==> src/rtl/lfsr_pkg.sv <==
// Shared definitions for the LFSR generator: state encoding, register width,
// feedback taps and the single-step update function.
package lfsr_pkg;

    localparam int unsigned LFSR_W = 16;

    // Taps at bits 15, 13, 12 and 10: x^16 + x^14 + x^13 + x^11 + 1, period 65535.
    localparam logic [LFSR_W-1:0] TAP_MASK = 16'hB400;

    typedef enum logic [1:0] {
        GEN,
        HOLD,
        SHAKE
    } state_e;

    function automatic logic [LFSR_W-1:0] lfsr_step(input logic [LFSR_W-1:0] s);
        return {s[LFSR_W-2:0], ^(s & TAP_MASK)};
    endfunction

endpackage

==> src/rtl/lfsr_gen.sv <==
// Free-running 16-bit Fibonacci LFSR with a valid/ready word output and a
// reseed handshake towards the shaker stage.
module lfsr_gen
    import lfsr_pkg::*;
#(
    parameter int unsigned        STEPS_PER_WORD = 1,
    parameter int unsigned        SHK_TIMEOUT    = 1024,
    parameter logic [LFSR_W-1:0]  SEED_DEFAULT   = 16'hACE1
) (
    input  logic              clk,
    input  logic              rst,
    input  logic              req_shk,
    output logic              s_shk,
    output logic [LFSR_W-1:0] curr_lfsr,
    input  logic              shk_end,
    input  logic [LFSR_W-1:0] shk_lfsr,
    output logic              rnd_valid,
    input  logic              rnd_ready,
    output logic [LFSR_W-1:0] rnd_data,
    output logic              busy,
    output logic              timeout_err
);

    localparam logic [3:0]  STEP_LAST = 4'(STEPS_PER_WORD - 1);
    localparam logic [15:0] TMO_LAST  = 16'(SHK_TIMEOUT - 1);

    state_e            state_q, state_d;
    logic [LFSR_W-1:0] lfsr_q, lfsr_d;
    logic [3:0]        step_cnt_q, step_cnt_d;
    logic              pend_q, pend_d;
    logic [15:0]       tmo_cnt_q, tmo_cnt_d;
    logic              s_shk_q, s_shk_d;
    logic              rnd_valid_q, rnd_valid_d;
    logic [LFSR_W-1:0] rnd_data_q, rnd_data_d;
    logic              busy_q, busy_d;
    logic              timeout_err_q, timeout_err_d;
    logic              enter_shake;
    logic              exit_shake;

    always_comb begin
        // NOTE: every variable gets a default first so no path leaves one unassigned (no latches).
        state_d       = state_q;
        lfsr_d        = lfsr_q;
        step_cnt_d    = step_cnt_q;
        pend_d        = pend_q;
        tmo_cnt_d     = tmo_cnt_q;
        s_shk_d       = s_shk_q;
        rnd_valid_d   = rnd_valid_q;
        rnd_data_d    = rnd_data_q;
        busy_d        = busy_q;
        timeout_err_d = timeout_err_q;
        enter_shake   = 1'b0;
        exit_shake    = 1'b0;

        unique case (state_q)
            GEN: begin
                if (pend_q || req_shk) begin
                    enter_shake = 1'b1;
                end else begin
                    lfsr_d = lfsr_step(lfsr_q);
                    if (step_cnt_q == STEP_LAST) begin
                        rnd_data_d  = lfsr_d;
                        rnd_valid_d = 1'b1;
                        step_cnt_d  = 4'd0;
                        state_d     = HOLD;
                    end else begin
                        step_cnt_d = step_cnt_q + 4'd1;
                    end
                end
            end

            HOLD: begin
                pend_d = pend_q | req_shk;
                if (rnd_ready) begin
                    rnd_valid_d = 1'b0;
                    if (pend_q || req_shk) begin
                        enter_shake = 1'b1;
                    end else begin
                        state_d = GEN;
                    end
                end
            end

            SHAKE: begin
                tmo_cnt_d = tmo_cnt_q + 16'd1;
                // A result arriving on the last timeout cycle still counts as success.
                if (shk_end) begin
                    lfsr_d     = (shk_lfsr == '0) ? SEED_DEFAULT : shk_lfsr;
                    exit_shake = 1'b1;
                end else if (tmo_cnt_q == TMO_LAST) begin
                    timeout_err_d = 1'b1;
                    exit_shake    = 1'b1;
                end
            end

            default: state_d = GEN;
        endcase

        if (enter_shake) begin
            state_d    = SHAKE;
            step_cnt_d = 4'd0;
            pend_d     = 1'b0;
            tmo_cnt_d  = 16'd0;
            s_shk_d    = 1'b1;
            busy_d     = 1'b1;
        end

        if (exit_shake) begin
            state_d   = GEN;
            tmo_cnt_d = 16'd0;
            s_shk_d   = 1'b0;
            busy_d    = 1'b0;
        end
    end

    always_ff @(posedge clk) begin
        // NOTE: sequential state uses non-blocking assignments so all flops update together.
        if (rst) begin
            state_q       <= GEN;
            lfsr_q        <= SEED_DEFAULT;
            step_cnt_q    <= 4'd0;
            pend_q        <= 1'b0;
            tmo_cnt_q     <= 16'd0;
            s_shk_q       <= 1'b0;
            rnd_valid_q   <= 1'b0;
            rnd_data_q    <= '0;
            busy_q        <= 1'b0;
            timeout_err_q <= 1'b0;
        end else begin
            state_q       <= state_d;
            lfsr_q        <= lfsr_d;
            step_cnt_q    <= step_cnt_d;
            pend_q        <= pend_d;
            tmo_cnt_q     <= tmo_cnt_d;
            s_shk_q       <= s_shk_d;
            rnd_valid_q   <= rnd_valid_d;
            rnd_data_q    <= rnd_data_d;
            busy_q        <= busy_d;
            timeout_err_q <= timeout_err_d;
        end
    end

    assign s_shk       = s_shk_q;
    assign curr_lfsr   = lfsr_q;
    assign rnd_valid   = rnd_valid_q;
    assign rnd_data    = rnd_data_q;
    assign busy        = busy_q;
    assign timeout_err = timeout_err_q;

endmodule
==> config.mk <==
export PLATFORM = sky130hd
export DESIGN_NAME = lfsr_gen
export DESIGN_NICKNAME = d
export VERILOG_FILES = /design/src/rtl/lfsr_pkg.sv /design/src/rtl/lfsr_gen.sv
export SDC_FILE = /design/constraint.sdc
export NUM_CORES = 1
export LEC_CHECK = 0
export CORE_MARGIN = 2
export CORE_UTILIZATION = 31
export DETAILED_ROUTE_END_ITERATION = 12
export REMOVE_ABC_BUFFERS = 1
export SYNTH_ARGS = -nofsm -noshare
export SYNTH_HDL_FRONTEND = slang
export SYNTH_SLANG_ARGS = --single-unit
export TNS_END_PERCENT = 50
==> constraint.sdc <==
create_clock -name clk -period 2.9 [get_ports clk]
set_input_delay 0.87 -clock clk [delete_from_list [all_inputs] [get_ports clk]]
set_output_delay 0.87 -clock clk [all_outputs]
set_load 0.01 [all_outputs]
==> results.txt <==
----------------------------------------------------
[Timing]
  Unrepaired setup endpoints after global routing ... false
  Final critical-path required period ... 2500 ps
  Fmax ... 0.399 GHz
  Worst slew margin relative to its limit ... 51.9%
  Final slew viol count ... 0
  Setup TNS after final layout ... 0 ps
  Slew at the pin closest to its max-slew limit ... 719 ps
  Setup Viol. Count Final ... 0
  Clock tree skew after final layout ... 5.84 ps
  Number of hold-slack violations in the final timing report ... 0
  Period utilization ... 86.3%

[Setup path]
  Critical-path cell list ... clkdlybuf4s50_1 -> or4_4 -> o41ai_4 -> o22ai_1 -> o21ai_1
  Endpoint type of the worst setup path ... flip-flop
  Largest delay contributor family on the critical path ... compound AO/OA/AOI/OAI gates
  Reg2Reg Setup Slack ... 730 ps
  Max stage delay on crit path ... 590 ps
  Startpoint-to-endpoint class of the critical path ... input pin to flip-flop
  Slowest cell on crit path ... sky130_fd_sc_hd__o41ai_4
  Biggest fanout along the worst timing path ... 8
  Critical Path AT ... 2770 ps
  Worst EP required ... 3160 ps
  Combined buffer and inverter count along the critical path ... 1
  Worst Setup Start Kind ... input pin

[Yosys]
  Number of synthesized flops with an enable pin ... 0
  Average cell area after synthesis ... 8.80 µm²
  Cell variety after synth ... 41
  Yosys synthesis warning count ... 0
  Post-Synthesis Cells ... 292
  Flip-flop and latch count after synthesis ... 58
  Syn Std Cell Area ... 2570 µm²
  FFs w/ async S/R, synth ... 0%
  Main flop type after synthesis ... sky130_fd_sc_hd__dfxtp_1
  Sequential area share after synthesis ... 45.2%

[Route]
  DRC marker count from the first detailed-route iteration ... 99
  First-pass iteration count of the detailed router ... 4
  Total DRC errors in the routed layout ... 0
  Average via count per standard cell ... 4.84
  Routed wire length ... 6250 µm
  ANT nets after route ... 0
  Overall via count from detail_route ... 2243
  Wirelength per Cell ... 13.5 µm

[CTS]
  Clock transition at path regs ... 60 ps
  Number of gates resized after CTS ... 0
  Number of buffers created by CTS ... 9
  Post-CTS setup repair buffer count ... 0
  Clock Sink Count ... 58
  Clock latency of the later-clocked register in the worst-skew pair ... 330 ps
  Longest Clk Path Bufs ... 2
  Cell chosen for the clock root ... sky130_fd_sc_hd__clkbuf_8
  Number of H-tree levels ... 3
  Hold-fix buffers at CTS ... 0
  Clock tree from TritonCTS ... done

[Floorplanning]
  Core ar. ... 8130 µm²
  Die area ... 9030 µm²
  Row count ... 33
  I/O pin cnt ... 57
  Vert. Die Dim ... 95.0 µm
  Horizontal extent of the die ... 95.0 µm
  Effective utilization at floorplan ... 31.6%

[Cells and area]
  Post-route design area ... 3460 µm²
  Antenna diodes ... 0
  Net total in the final layout ... 378
  Fraction of layout cells with a size suffix above 1 ... 10.9%
  Area growth syn-to-layout ... 34.5%
  Fin cells ... 463

[Pwr]
  Total chip power ... 2090 µW
  Worst vdd rail ir drop ... 189 µV
  Pleak ... 0.00126 µW
  Total power divided by cell area ... 604 nW/µm²

[Global routing]
  Number of antenna violations at the first check in global routing ... 0
  Maximum number of pins on one net before global-route repair ... 38
  Vias in the first global route ... 2166
  GR Util All Layers ... 14.8%
  Gr ovfl total ... 0
  First-pass GRT wire length ... 10300 µm

[Run status]
  Outcome ... finished, final reports clean

[Placement]
  Number of placed instances with taps included ... 448
  Port Buf Inserts ... 56
  Final GP Congestion ... 0.772
  Detailed Place HPWL ... 4500 µm
  Standard cell area after detailed placement ... 3250 µm²

[Job]
  Max-cap violations ... 0

[Worst hold path]
  Path class of the lowest-slack min-delay path ... flip-flop to flip-flop

----------------------------------------------------
[state kept, by name, indices dropped and copies added, names as in the netlist]
register and cells:
state_q 2, curr_lfsr 16, busy 1, rnd_valid 1, tmo_cnt_q 16, timeout_err 1, rnd_data 16, pend_q 1
step_cnt_q 4
[logic make-up (layout without fill, tap and decap cells)]
kind of cell / count (synthesis) / count (layout) / share of synthesized area, %
xor+xnor: 18 / 18 / 6.14
mux: 10 / 10 / 3.90
simple gates: 116 / 116 / 23.1
flops: 58 / 58 / 45.2
buf+inv: 22 / 88 / 4.29
fa+ha+maj: 3 / 3 / 1.46
compound gates: 65 / 65 / 15.9
[placed cells by master (no fill, tap or decap), types with 2 or more instances in the layout]
cell / n
sky130_fd_sc_hd__a211oi_1: 10
sky130_fd_sc_hd__a21o_1: 2
sky130_fd_sc_hd__a21oi_1: 32
sky130_fd_sc_hd__and2b_2: 2
sky130_fd_sc_hd__buf_4: 10
sky130_fd_sc_hd__clkbuf_8: 12
sky130_fd_sc_hd__clkdlybuf4s50_1: 56
sky130_fd_sc_hd__dfxtp_1: 58
sky130_fd_sc_hd__ha_1: 3
sky130_fd_sc_hd__inv_1: 7
sky130_fd_sc_hd__mux2i_1: 10
sky130_fd_sc_hd__nand2_1: 37
sky130_fd_sc_hd__nand3_1: 2
sky130_fd_sc_hd__nand4_1: 5
sky130_fd_sc_hd__nor2_1: 38
sky130_fd_sc_hd__nor3_1: 8
sky130_fd_sc_hd__nor4_1: 5
sky130_fd_sc_hd__o21ai_0: 2
sky130_fd_sc_hd__o21ai_1: 7
sky130_fd_sc_hd__o22ai_1: 7
sky130_fd_sc_hd__or3_1: 2
sky130_fd_sc_hd__or3_2: 3
sky130_fd_sc_hd__or4_1: 3
sky130_fd_sc_hd__or4_4: 2
sky130_fd_sc_hd__xnor2_1: 13
sky130_fd_sc_hd__xor2_1: 5
[tightest hold or removal path, cell delays in order, from the launching register on]
cell,delay [ps]
sky130_fd_sc_hd__dfxtp_1,310
sky130_fd_sc_hd__nand2_1,50
sky130_fd_sc_hd__a21oi_1,50
[cells in the mapped netlist, types with 3 or more instances]
cell type / number / area (µm²)
sky130_fd_sc_hd__dfxtp_1: 58 / 1160
sky130_fd_sc_hd__nor2_1: 38 / 143
sky130_fd_sc_hd__nand2_1: 37 / 139
sky130_fd_sc_hd__a21oi_1: 32 / 160
sky130_fd_sc_hd__xnor2_1: 13 / 114
sky130_fd_sc_hd__a211oi_1: 10 / 75.1
sky130_fd_sc_hd__mux2i_1: 10 / 100
sky130_fd_sc_hd__nor3_1: 8 / 40.0
sky130_fd_sc_hd__inv_1: 7 / 26.3
sky130_fd_sc_hd__o21ai_1: 7 / 35.0
sky130_fd_sc_hd__o22ai_1: 7 / 43.8
sky130_fd_sc_hd__clkbuf_1: 6 / 22.5
sky130_fd_sc_hd__nand4_1: 5 / 31.3
sky130_fd_sc_hd__nor4_1: 5 / 31.3
sky130_fd_sc_hd__xor2_1: 5 / 43.8
sky130_fd_sc_hd__buf_2: 4 / 20.0
sky130_fd_sc_hd__buf_4: 4 / 30.0
sky130_fd_sc_hd__ha_1: 3 / 37.5
sky130_fd_sc_hd__or3_2: 3 / 22.5
sky130_fd_sc_hd__or4_1: 3 / 22.5
[final timing paths]
path,startpoint,endpoint,cells after the start
max,shk_lfsr[8],curr_lfsr[13],5
min,rnd_data[12],rnd_data[12],2
max reg2reg,tmo_cnt_q[0],tmo_cnt_q[14],5
min reg2reg,rnd_data[12],rnd_data[12],2
[per-stage QoR]
| step | setup slack, ps | util (%) | hold WS (ps) |
|---|---|---|---|
| 6_report | 397 | 42.5 | 457 |
| 4_1_cts | 390 | 42.5 | 458 |
| 3_3_place_gp | 90.3 | 40.0 | 442 |
| 3_5_place_dp | 45.1 | 40.0 | 449 |
| 2_1_floorplan | 661 | - | 458 |
| 5_1_grt | 316 | 42.5 | 484 |
[final cells by class]
| type | instances | area (µm²) |
|---|---|---|
| Fill cell | 821 | 4680 |
| Multi-Input combinational cell | 212 | 1300 |
| Sequential cell | 58 | 1160 |
| Timing Repair Buffer | 66 | 636 |
| Clock buffer | 13 | 169 |
| Tap cell | 105 | 131 |
| Clock inverter | 2 | 35.0 |
| Inverter | 7 | 26.3 |
[where the power goes]
part / leakage (µW) / internal (µW) / switching [µW] / total, µW
logic: 0.000681 / 216 / 193 / 408
clock network: 0.000106 / 461 / 303 / 764
registers: 0.000474 / 855 / 57.6 / 913
[routing by layer]
metal,share of wire (%),vias up,global-route usage [%]
met5,0,-,0
met4,1.6,0,6.16
met3,4.6,8,3.64
met2,47,47,23.9
met1,47,1043,18.8
li1,-,1145,-
Power figures use the tool's default switching activity.
